==> src/rtl/timekeeper_pkg.sv <==
// Purpose : shared FSM encoding, BCD digit limits and MM:SS BCD helpers for the alarm timekeeper.
// Latency : n/a (types, constants and pure functions only).
// Backpressure: n/a.
// Contents: tk_state_t, BCD_UNIT_MAX/BCD_TENS_MAX, idx_width(), bcd_mmss_valid(), bcd_mmss_inc().
package timekeeper_pkg;

   typedef enum logic [1:0] {
      ST_IDLE   = 2'd0,
      ST_RING   = 2'd1,
      ST_SNOOZE = 2'd2
   } tk_state_t;

   // Units digits (S0, M0) run 0..9; tens digits (S1, M1) run 0..5.
   localparam logic [3:0] BCD_UNIT_MAX = 4'd9;
   localparam logic [3:0] BCD_TENS_MAX = 4'd5;

   // Channel index width; a single channel still gets a 1-bit index.
   function automatic int idx_width(input int n);
      return (n > 1) ? $clog2(n) : 1;
   endfunction

   // {M1,M0,S1,S0} is a legal MM:SS value.
   function automatic logic bcd_mmss_valid(input logic [15:0] t);
      return (t[15:12] <= BCD_TENS_MAX) && (t[11:8] <= BCD_UNIT_MAX) &&
             (t[7:4]   <= BCD_TENS_MAX) && (t[3:0]  <= BCD_UNIT_MAX);
   endfunction

   // One-second increment with digit ripple; 59:59 wraps to 00:00.
   function automatic logic [15:0] bcd_mmss_inc(input logic [15:0] t);
      logic [3:0] m1, m0, s1, s0;
      {m1, m0, s1, s0} = t;
      if (s0 != BCD_UNIT_MAX) begin
         s0 = s0 + 4'd1;
      end else begin
         s0 = 4'd0;
         if (s1 != BCD_TENS_MAX) begin
            s1 = s1 + 4'd1;
         end else begin
            s1 = 4'd0;
            if (m0 != BCD_UNIT_MAX) begin
               m0 = m0 + 4'd1;
            end else begin
               m0 = 4'd0;
               m1 = (m1 != BCD_TENS_MAX) ? m1 + 4'd1 : 4'd0;
            end
         end
      end
      return {m1, m0, s1, s0};
   endfunction

endpackage

==> src/rtl/multi_alarm_timekeeper_if.sv <==
// Purpose : groups the timekeeper's load, alarm-write, control and status signals into one bundle.
// Latency : n/a (wiring only).
// Backpressure: none; every request is accepted in the cycle it is presented.
// Modports: master drives load/alarm-write/ack/snooze and observes status; slave is the timekeeper.
interface multi_alarm_timekeeper_if
   import timekeeper_pkg::*;
#(
   parameter int NUM_ALARMS = 4,
   parameter int IDXW       = idx_width(NUM_ALARMS)
);
   logic                  load_valid;
   logic [15:0]           load_time;
   logic                  load_err;
   logic                  alm_wr_valid;
   logic [IDXW-1:0]       alm_wr_idx;
   logic [15:0]           alm_wr_time;
   logic                  alm_wr_arm;
   logic                  ack;
   logic                  snooze;
   logic [15:0]           cur_time;
   logic                  tick_out;
   logic                  ringing;
   logic [IDXW-1:0]       ring_idx;
   logic [NUM_ALARMS-1:0] alarm_armed;

   modport master (
      output load_valid, load_time, alm_wr_valid, alm_wr_idx, alm_wr_time, alm_wr_arm, ack, snooze,
      input  load_err, cur_time, tick_out, ringing, ring_idx, alarm_armed
   );

   modport slave (
      input  load_valid, load_time, alm_wr_valid, alm_wr_idx, alm_wr_time, alm_wr_arm, ack, snooze,
      output load_err, cur_time, tick_out, ringing, ring_idx, alarm_armed
   );
endinterface

==> src/rtl/bcd_mmss_counter.sv <==
// Purpose : 1 s prescaler plus MM:SS BCD time register with validated load.
// Latency : cur_time/tick/load_err registered, 1 cycle after the causing edge condition.
// Backpressure: none; a valid load always wins over a same-cycle tick and restarts the prescaler.
// Ports   : clk, reset (async high); load_valid/load_time in; load_err, cur_time, tick out.
module bcd_mmss_counter
   import timekeeper_pkg::*;
#(
   parameter int TICK_DIV = 1
) (
   input  logic        clk,
   input  logic        reset,
   input  logic        load_valid,
   input  logic [15:0] load_time,
   output logic        load_err,
   output logic [15:0] cur_time,
   output logic        tick
);
   localparam int PW = (TICK_DIV > 1) ? $clog2(TICK_DIV) : 1;
   localparam logic [PW-1:0] PRE_LAST = PW'(TICK_DIV - 1);

   logic [PW-1:0] pre_cnt;
   logic          pre_tc;
   logic          load_ok;

   assign pre_tc  = (pre_cnt == PRE_LAST);
   assign load_ok = load_valid && bcd_mmss_valid(load_time);

   always_ff @(posedge clk or posedge reset) begin
      if (reset) begin
         pre_cnt  <= '0;
         cur_time <= '0;
         tick     <= 1'b0;
         load_err <= 1'b0;
      end else begin
         load_err <= load_valid && !load_ok;
         // A load suppresses the tick so a freshly loaded time never looks like an increment.
         tick     <= pre_tc && !load_ok;
         if (load_ok) begin
            cur_time <= load_time;
            pre_cnt  <= '0;
         end else if (pre_tc) begin
            cur_time <= bcd_mmss_inc(cur_time);
            pre_cnt  <= '0;
         end else begin
            pre_cnt  <= pre_cnt + PW'(1);
         end
      end
   end
endmodule

==> src/rtl/multi_alarm_timekeeper.sv <==
// Purpose : MM:SS timekeeper with NUM_ALARMS armed alarm channels, ring timeout and optional snooze.
// Latency : ringing rises 1 cycle after the tick_out whose new time matched; alarm writes visible next cycle.
// Backpressure: none; ack/snooze are single-cycle pulses, matches while RING/SNOOZE are dropped.
// Ports   : clk, reset (async high); bus = multi_alarm_timekeeper_if.slave.
// Config  : define SNOOZE_EN to build the SNOOZE state; otherwise the snooze input is ignored.
module multi_alarm_timekeeper
   import timekeeper_pkg::*;
#(
   parameter int TICK_DIV     = 1,
   parameter int NUM_ALARMS   = 4,
   parameter int RING_TIMEOUT = 30,
   parameter int SNOOZE_SEC   = 60
) (
   input logic                     clk,
   input logic                     reset,
   multi_alarm_timekeeper_if.slave bus
);
   localparam int IDXW    = idx_width(NUM_ALARMS);
   localparam int SEC_MAX = (RING_TIMEOUT > SNOOZE_SEC) ? RING_TIMEOUT : SNOOZE_SEC;
   localparam int SW      = $clog2(SEC_MAX + 1);
   localparam logic [SW-1:0] RING_LAST = SW'(RING_TIMEOUT - 1);
`ifdef SNOOZE_EN
   localparam logic [SW-1:0] SNOOZE_LAST = SW'(SNOOZE_SEC - 1);
`endif

   logic [15:0]                 cur_time;
   logic                        tick;
   logic                        load_err;
   logic [NUM_ALARMS-1:0][15:0] alm_time;
   logic [NUM_ALARMS-1:0]       alm_arm;
   logic                        hit;
   logic [IDXW-1:0]             hit_idx;
   tk_state_t                   state, state_nx;
   logic [SW-1:0]               sec_cnt, sec_nx;
   logic [IDXW-1:0]             ring_idx, ring_idx_nx;

   bcd_mmss_counter #(.TICK_DIV(TICK_DIV)) u_counter (
      .clk        (clk),
      .reset      (reset),
      .load_valid (bus.load_valid),
      .load_time  (bus.load_time),
      .load_err   (load_err),
      .cur_time   (cur_time),
      .tick       (tick)
   );

   // Alarm register file.
   always_ff @(posedge clk or posedge reset) begin
      if (reset) begin
         alm_time <= '0;
         alm_arm  <= '0;
      end else if (bus.alm_wr_valid) begin
         for (int i = 0; i < NUM_ALARMS; i++) begin
            if (bus.alm_wr_idx == IDXW'(i)) begin
               alm_time[i] <= bus.alm_wr_time;
               alm_arm[i]  <= bus.alm_wr_arm;
            end
         end
      end
   end

   // Priority match: scanning downwards leaves the lowest matching channel.
   always_comb begin
      hit     = 1'b0;
      hit_idx = '0;
      for (int i = NUM_ALARMS - 1; i >= 0; i--) begin
         if (alm_arm[i] && (alm_time[i] == cur_time)) begin
            hit     = 1'b1;
            hit_idx = IDXW'(i);
         end
      end
   end

   always_ff @(posedge clk or posedge reset) begin
      if (reset) begin
         state    <= ST_IDLE;
         sec_cnt  <= '0;
         ring_idx <= '0;
      end else begin
         state    <= state_nx;
         sec_cnt  <= sec_nx;
         ring_idx <= ring_idx_nx;
      end
   end

   // tick is high in the cycle cur_time shows the new second, so matching on it
   // lands RING exactly one cycle after tick_out. Loads never raise tick.
   always_comb begin
      state_nx    = state;
      sec_nx      = sec_cnt;
      ring_idx_nx = ring_idx;
      unique case (state)
         ST_IDLE: begin
            if (tick && hit) begin
               state_nx    = ST_RING;
               sec_nx      = '0;
               ring_idx_nx = hit_idx;
            end
         end
         ST_RING: begin
            if (bus.ack) begin
               state_nx = ST_IDLE;
               sec_nx   = '0;
`ifdef SNOOZE_EN
            end else if (bus.snooze) begin
               state_nx = ST_SNOOZE;
               sec_nx   = '0;
`endif
            end else if (tick) begin
               if (sec_cnt == RING_LAST) begin
                  state_nx = ST_IDLE;
                  sec_nx   = '0;
               end else begin
                  sec_nx   = sec_cnt + SW'(1);
               end
            end
         end
`ifdef SNOOZE_EN
         ST_SNOOZE: begin
            if (bus.ack) begin
               state_nx = ST_IDLE;
               sec_nx   = '0;
            end else if (tick) begin
               if (sec_cnt == SNOOZE_LAST) begin
                  state_nx = ST_RING;
                  sec_nx   = '0;
               end else begin
                  sec_nx   = sec_cnt + SW'(1);
               end
            end
         end
`endif
         default: begin
            state_nx = ST_IDLE;
            sec_nx   = '0;
         end
      endcase
   end

`ifndef SNOOZE_EN
   logic unused_snooze;
   assign unused_snooze = bus.snooze;
`endif

   assign bus.cur_time    = cur_time;
   assign bus.tick_out    = tick;
   assign bus.load_err    = load_err;
   assign bus.ringing     = (state == ST_RING);
   assign bus.ring_idx    = ring_idx;
   assign bus.alarm_armed = alm_arm;
endmodule

==> src/flat_wrapper.sv <==
// flat-port wrapper written by rule: the top's interface ports become plain ports
module multi_alarm_timekeeper_flat import timekeeper_pkg::*;
#(
   parameter int TICK_DIV     = 1,
   parameter int NUM_ALARMS   = 4,
   parameter int RING_TIMEOUT = 30,
   parameter int SNOOZE_SEC   = 60
)
  (clk, reset, bus_load_valid, bus_load_time, bus_alm_wr_valid, bus_alm_wr_idx, bus_alm_wr_time, bus_alm_wr_arm, bus_ack, bus_snooze, bus_load_err, bus_cur_time, bus_tick_out, bus_ringing, bus_ring_idx, bus_alarm_armed);
  multi_alarm_timekeeper_if #(.NUM_ALARMS(NUM_ALARMS), .IDXW((2))) bus_i ();
  input logic clk;
  input logic reset;
  input wire logic [$bits(bus_i.load_valid)-1:0] bus_load_valid;
  input wire logic [$bits(bus_i.load_time)-1:0] bus_load_time;
  input wire logic [$bits(bus_i.alm_wr_valid)-1:0] bus_alm_wr_valid;
  input wire logic [$bits(bus_i.alm_wr_idx)-1:0] bus_alm_wr_idx;
  input wire logic [$bits(bus_i.alm_wr_time)-1:0] bus_alm_wr_time;
  input wire logic [$bits(bus_i.alm_wr_arm)-1:0] bus_alm_wr_arm;
  input wire logic [$bits(bus_i.ack)-1:0] bus_ack;
  input wire logic [$bits(bus_i.snooze)-1:0] bus_snooze;
  output wire logic [$bits(bus_i.load_err)-1:0] bus_load_err;
  output wire logic [$bits(bus_i.cur_time)-1:0] bus_cur_time;
  output wire logic [$bits(bus_i.tick_out)-1:0] bus_tick_out;
  output wire logic [$bits(bus_i.ringing)-1:0] bus_ringing;
  output wire logic [$bits(bus_i.ring_idx)-1:0] bus_ring_idx;
  output wire logic [$bits(bus_i.alarm_armed)-1:0] bus_alarm_armed;
  assign bus_i.load_valid = bus_load_valid;
  assign bus_i.load_time = bus_load_time;
  assign bus_i.alm_wr_valid = bus_alm_wr_valid;
  assign bus_i.alm_wr_idx = bus_alm_wr_idx;
  assign bus_i.alm_wr_time = bus_alm_wr_time;
  assign bus_i.alm_wr_arm = bus_alm_wr_arm;
  assign bus_i.ack = bus_ack;
  assign bus_i.snooze = bus_snooze;
  assign bus_load_err = bus_i.load_err;
  assign bus_cur_time = bus_i.cur_time;
  assign bus_tick_out = bus_i.tick_out;
  assign bus_ringing = bus_i.ringing;
  assign bus_ring_idx = bus_i.ring_idx;
  assign bus_alarm_armed = bus_i.alarm_armed;
  multi_alarm_timekeeper #(.TICK_DIV(TICK_DIV), .NUM_ALARMS(NUM_ALARMS), .RING_TIMEOUT(RING_TIMEOUT), .SNOOZE_SEC(SNOOZE_SEC)) u_core (.clk(clk), .reset(reset), .bus(bus_i));
endmodule
==> config.mk <==
export PLATFORM = sky130hd
export DESIGN_NAME = multi_alarm_timekeeper_flat
export DESIGN_NICKNAME = d
export VERILOG_FILES = /design/src/rtl/timekeeper_pkg.sv /design/src/rtl/multi_alarm_timekeeper_if.sv /design/src/rtl/bcd_mmss_counter.sv /design/src/rtl/multi_alarm_timekeeper.sv /design/src/flat_wrapper.sv
export SDC_FILE = /design/constraint.sdc
export NUM_CORES = 1
export LEC_CHECK = 0
export ABC_AREA = 1
export BUFFER_PORTS_ARGS = -buffer_cell sky130_fd_sc_hd__buf_4
export CAP_MARGIN = 40
export CORE_MARGIN = 5
export CORE_UTILIZATION = 42
export CTS_BUF_LIST = sky130_fd_sc_hd__clkbuf_8
export CTS_CLUSTER_DIAMETER = 30
export DETAILED_ROUTE_END_ITERATION = 10
export GPL_TIMING_DRIVEN = 0
export PLACE_DENSITY = 0.63
export SYNTH_ARGS = -nofsm -noshare
export SYNTH_HDL_FRONTEND = slang
export SYNTH_HIERARCHICAL = 1
export SYNTH_SLANG_ARGS = --single-unit
==> constraint.sdc <==
create_clock -name clk -period 3.1 [get_ports clk]
set_clock_uncertainty 0.15 [all_clocks]
set_input_delay 0.62 -clock clk [delete_from_list [all_inputs] [get_ports clk]]
set_output_delay 0.62 -clock clk [all_outputs]
set_load 0.02 [all_outputs]
-- Word level (Yosys, flattened, before mapping)
Cells that the tools add are included.
- register bits: 97
- input port bits: 41
- add/sub/neg operators: 6
- order comparisons: 4
- equal/unequal tests: 20
- mux-type cells: 32
- bitwise operators: 1
- reduce and logical (&&, ||, !) cells: 24
- operator list (cell ; count):
    equality test 16 bit ; 4
    two-way mux 4 bit ; 10
    two-way mux 16 bit ; 2
    two-way mux 6 bit ; 4
    adder 4 x 1 -> 4 bit, second input constant ; 4
    two-way mux 2 bit ; 8
    AND reduction 2 bit ; 7
    case mux 6 bit (2 select lines) ; 1
    logical AND 1 bit ; 11
    <= comparator 4 x 3 -> 1 bit, second input constant ; 2
    <= comparator 4 bit, second input constant ; 2
    inequality test 4 x 3 -> 1 bit, second input constant ; 2
    inequality test 4 bit, second input constant ; 2
    adder 6 x 1 -> 6 bit, second input constant ; 1
    equality test 6 x 5 -> 1 bit, second input constant ; 1
    two-way mux 1 bit ; 6
    inequality test 2 bit, second input constant ; 3
    inequality test 3 x 2 -> 1 bit, second input constant ; 2
    AND reduction 3 bit ; 2
    equality test 2 x 1 -> 1 bit, second input constant ; 2
    equality test 2 bit, second input constant ; 2
    logical NOT 2 bit ; 2
    inequality test 2 x 1 -> 1 bit, second input constant ; 2
    case mux 2 bit (2 select lines) ; 1
    4 further kinds ; 4

-- Logic depth before layout (Yosys ltp)
- depth in word-level cells: 9
- gate-level depth with buffers: 14
- gate-level depth less buffers: 13

-- By module
Netlist, hierarchy kept.
- modules (own cells, without submodules) (module ; instances ; cells an instance ; area an instance (um^2) ; sequential area each (um^2)):
    multi_alarm_timekeeper ; 1 ; 678 ; 4581.9 ; 1926.8
    bcd_mmss_counter ; 1 ; 164 ; 1158.6 ; 450.4

-- Worst setup path before layout
No wires, ideal clock.
- path kind: register -> register
- from: register u_core.u_counter.cur_time[8]
- to: register u_core.ring_idx[0] (netlist: u_core/bus.ring_idx[0])
- library setup time: 0.117 ns
- data arrival time: 1.674 ns
- setup slack: 1.159 ns
- cell stages (with the launch flop): 13
- path buffers: 1
- period minus slack after synthesis: 1.941 ns
- cell sequence: dfrtp_1 -> clkbuf_2 -> inv_1 -> nand2_1 -> nand4_1 -> nor2_1 -> nand3_1 -> nand2_1 -> o21ai_2 -> nor2_1 -> inv_1 -> nand2_1 -> nand2_1
- longest elaborated chain between the ends: 8
- elaborated cells on any way between the ends: 18
- classes of those cells: 4 x eq/ne; 8 x mux; 6 x reduce/logical
- RTL lines (what ; RTL line ; text):
    start: declaration ; bcd_mmss_counter.sv:15 ; output logic [15:0] cur_time,
    start signal: assignment ; bcd_mmss_counter.sv:39 ; cur_time <= load_time;
    start signal: assignment ; bcd_mmss_counter.sv:42 ; cur_time <= bcd_mmss_inc(cur_time);
    equality test 16 bit ; multi_alarm_timekeeper.sv:67 ; if (alm_arm[i] && (alm_time[i] == cur_time)) begin
    logical AND 1 bit ; multi_alarm_timekeeper.sv:67 ;
    two-way mux 1 bit (4 in a row) ; multi_alarm_timekeeper.sv:67 ;
    logical AND 1 bit ; multi_alarm_timekeeper.sv:94 ; if (tick && hit) begin
    AND reduction 2 bit (no line) ; -- ;
    end signal: assignment ; multi_alarm_timekeeper.sv:82 ; ring_idx <= ring_idx_nx;
    end: declaration ; multi_alarm_timekeeper.sv:35 ; logic [IDXW-1:0] ring_idx, ring_idx_nx;
Parallel ways exist; a longest one is shown, timed or not.
A chain may end at the register's enable or synchronous reset.

-- Worst setup path in the final report
- from: register u_core.u_counter.cur_time[8]
- to: register u_core.ring_idx[1] (netlist: u_core/bus.ring_idx[1])
Same word-level chain as after synthesis.

==> out/results.txt <==
Cell Area, Synth: 5741 sq um
Routed Antenna Nets: 0
Final WL: 18140 microns
Yosys warns: 6
Die Y: 126.9 microns
Placed wire-length estimate: 14260 microns
Critical path cell sequence: clkbuf_2 > xnor2_1 > nand3_1 > nor2_1 > nand3_2 > nand2_1 > o21ai_2 > nor2_1 > inv_1 > nand2_1 > nand2_1
Worst path buffer plus inverter count: 2
Worst Path Max Fanout: 9
Clk root buf: clkbuf_8
Critical path type: flip-flop to flip-flop
Clk slew on worst S/H paths: 0.09 ns
Pwr dens: 697.8 nW/um^2
Slew Viols, Final: 0
Ratio of cells with drive above 1 in the final layout: 12.04%
Finished layout cell area: 6624 sq um
GRT Residual Overflow: 0
Core area: 13350 sq um
Clock Latency Late Sink: 0.39 ns
Most frequent cells in the layout: nand2_1 (303), inv_1 (122), dfrtp_1 (95)
Worst stage delay on the critical path: 0.48 ns
Top cells by area, synth: dfrtp_1 (41%), nand2_1 (20%), inv_1 (7.8%)
WHS: 0.1222 ns
Vias in the first global route: 5203
Die area: 16110 sq um
Pin count of the biggest net entering global routing: 40
Worst path top cell family by delay: simple AND/OR/NAND/NOR gates
IO Port Bufs: 63
Clock Power Share: 16.0%
Crit share post-route: 77.63%
Total track usage: 23.09%
DR iter-0 viols: 498
Most common cell after layout, fill and taps aside: nand2_1
Switch Pwr: 2.100 mW
Slew HR: 44.24%
Syn Nets: 885
Synth Instances: 842
Footprint of the multi-input gates: 2775 sq um
Initial Util: 43.01%
TritonCTS Buffers: 9
Final setup vio count: 0
Yosys cell types: 35
FP Rows: 42
Max Clk Rate: 415.5 MHz
Post-CTS Setup Bufs: 0
Maximum VDD drop: 329.5 uV
Max-cap violations: 0
Syn avg cell area: 6.818 sq um
Area delta synth->final: 15.39%
Via count: 5634
Switching Fraction: 45.43%
Int Pwr: 2.522 mW
Ports: 66
Clock Path Buffers: 2
Worst Tran Pin Value: 0.8363 ns
Drt first pass iters: 5
Yosys top cell area share: 41.41%
Gate power share: 43.6%
DR WL/cell: 16.52 microns
Fillers: 1450
RSZ-0062 raised after global routing: false
Leak Pwr: 3.512 nW
CTS resizes: 0
#FFs+latches synth: 95
Clock sink count: 95
First-pass GRT wire length: 28450 microns
Worst Path Required: 3.24 ns
Tmin final: 2.406 ns
Share of total power in sequential cells: 40.3%
DR DRC count: 0
Register area share after synthesis: 41.41%
# nets final: 960
Crit path DAT: 2.54 ns
Hold Vio Cnt, Final: 0
Slowest CP cell: dfrtp_1
Worst hold path class: input pin to async pin
Reg area: 2377 sq um
Antenna violations before repair: 0
Die X: 126.9 microns
Ant diodes: 0
Critical Path Start Type: flip-flop
Dpl cells: 1082
Gpl congestion: 1.000
Most frequent cell on the critical path: nand2_1
Post-CTS Hold Buffers: 0
Vias per cell: 5.131
Synth area leader: dfrtp_1
Crit. End Element: flip-flop
Fin cells: 1098
Outcome: finished clean
Placed Area: 6456 sq um
CTS tree: yes
H-tree Lvls: 3
[sequential cells by signal, summed over array words and instances, names as in the netlist]
name,cells
u_core/u_counter/tick,1
u_core/alm_time,64
u_core/sec_cnt,6
u_core/u_counter/cur_time,16
u_core/u_counter/load_err,1
u_core/state,1
u_core/bus.alarm_armed,4
u_core/bus.ring_idx,2
[per-stage QoR]
stage,total power [mW],setup WS [ns],TNS (ns),utilization (%)
after floorplan,3.147,0.3633,0,-
after global placement,3.871,-0.6585,-50.35,48.20
after detailed placement,3.878,0.7391,0,48.37
after CTS,4.630,0.7183,0,49.63
after global routing,4.982,0.5670,0,49.63
final,4.622,0.6935,0,49.63
[power groups by stage]
stage	clock network [mW]	registers [mW]	logic, mW
after detailed placement	0	1.89	1.99
final	0.740	1.86	2.02
after CTS	0.768	1.86	2.00
after global routing	0.813	1.91	2.26
after global placement	0	1.89	1.98
after floorplan	0	1.86	1.28
[final timing paths]
path	start	to	slack, ns	cells after the start
min	reset	u_core/sec_cnt[5]	0.12	2
max reg2reg	u_core/u_counter/cur_time[8]	u_core/bus.ring_idx[1]	0.69	11
min in group clk	bus_load_time[0]	u_core/u_counter/cur_time[0]	0.28	3
max in group asynchronous	reset	u_core/alm_time[29]	2.09	3
max	u_core/u_counter/cur_time[8]	u_core/bus.ring_idx[1]	0.69	11
min reg2reg	u_core/bus.ring_idx[0]	u_core/bus.ring_idx[0]	0.34	2
[cell type report]
class / count / area share (%)
sequential: 95 / 35.89
inverter: 128 / 7.291
clock inverter: 6 / 0.4533
timing repair buffer: 64 / 7.442
tap: 176 / 3.325
clock buffer: 10 / 2.078
multi-input combinational: 599 / 41.90
buffer: 20 / 1.624
[kinds of logic (layout without fill, tap and decap cells)]
logic type / after synthesis / in the layout / share of synthesized area (%)
AND/OR/NAND/NOR: 471 / 471 / 34.81
buffers and inverters: 148 / 228 / 10.24
AO/OA/AOI/OAI: 110 / 110 / 10.66
flip-flops: 95 / 95 / 41.41
XOR/XNOR: 16 / 16 / 2.441
adder cells (fa/ha/maj): 2 / 2 / 0.4359
[cells in the mapped netlist]
master,instances
nor2_2,2
nand2_1,303
nand4_1,27
o211ai_1,8
ha_1,2
and3b_1,1
nor3_1,9
nor3b_1,3
nand3b_1,6
xor2_1,6
clkbuf_1,13
buf_4,2
o21ai_0,84
xnor2_1,10
o21ai_1,1
nand3_2,1
o21a_1,1
inv_1,120
nor2_1,69
dfrtp_1,95
nand3_1,36
inv_2,8
nor2_4,2
or2_1,2
a21oi_1,4
a21boi_0,3
buf_6,3
nor4_1,4
o22ai_1,1
nand3_4,1
clkbuf_2,2
o2111ai_1,1
o21ai_2,7
or2_2,3
nand2_2,2
[per-layer routing]
metal / vias to the layer above / routed length (microns) / track usage [%]
met5: - / 0 / 0
met4: 0 / 217 / 5.489
met3: 16 / 1166 / 3.825
met2: 169 / 8156 / 35.34
met1: 2646 / 8600 / 34.23
li1: 2803 / - / -
Power figures use the tool's default switching activity.
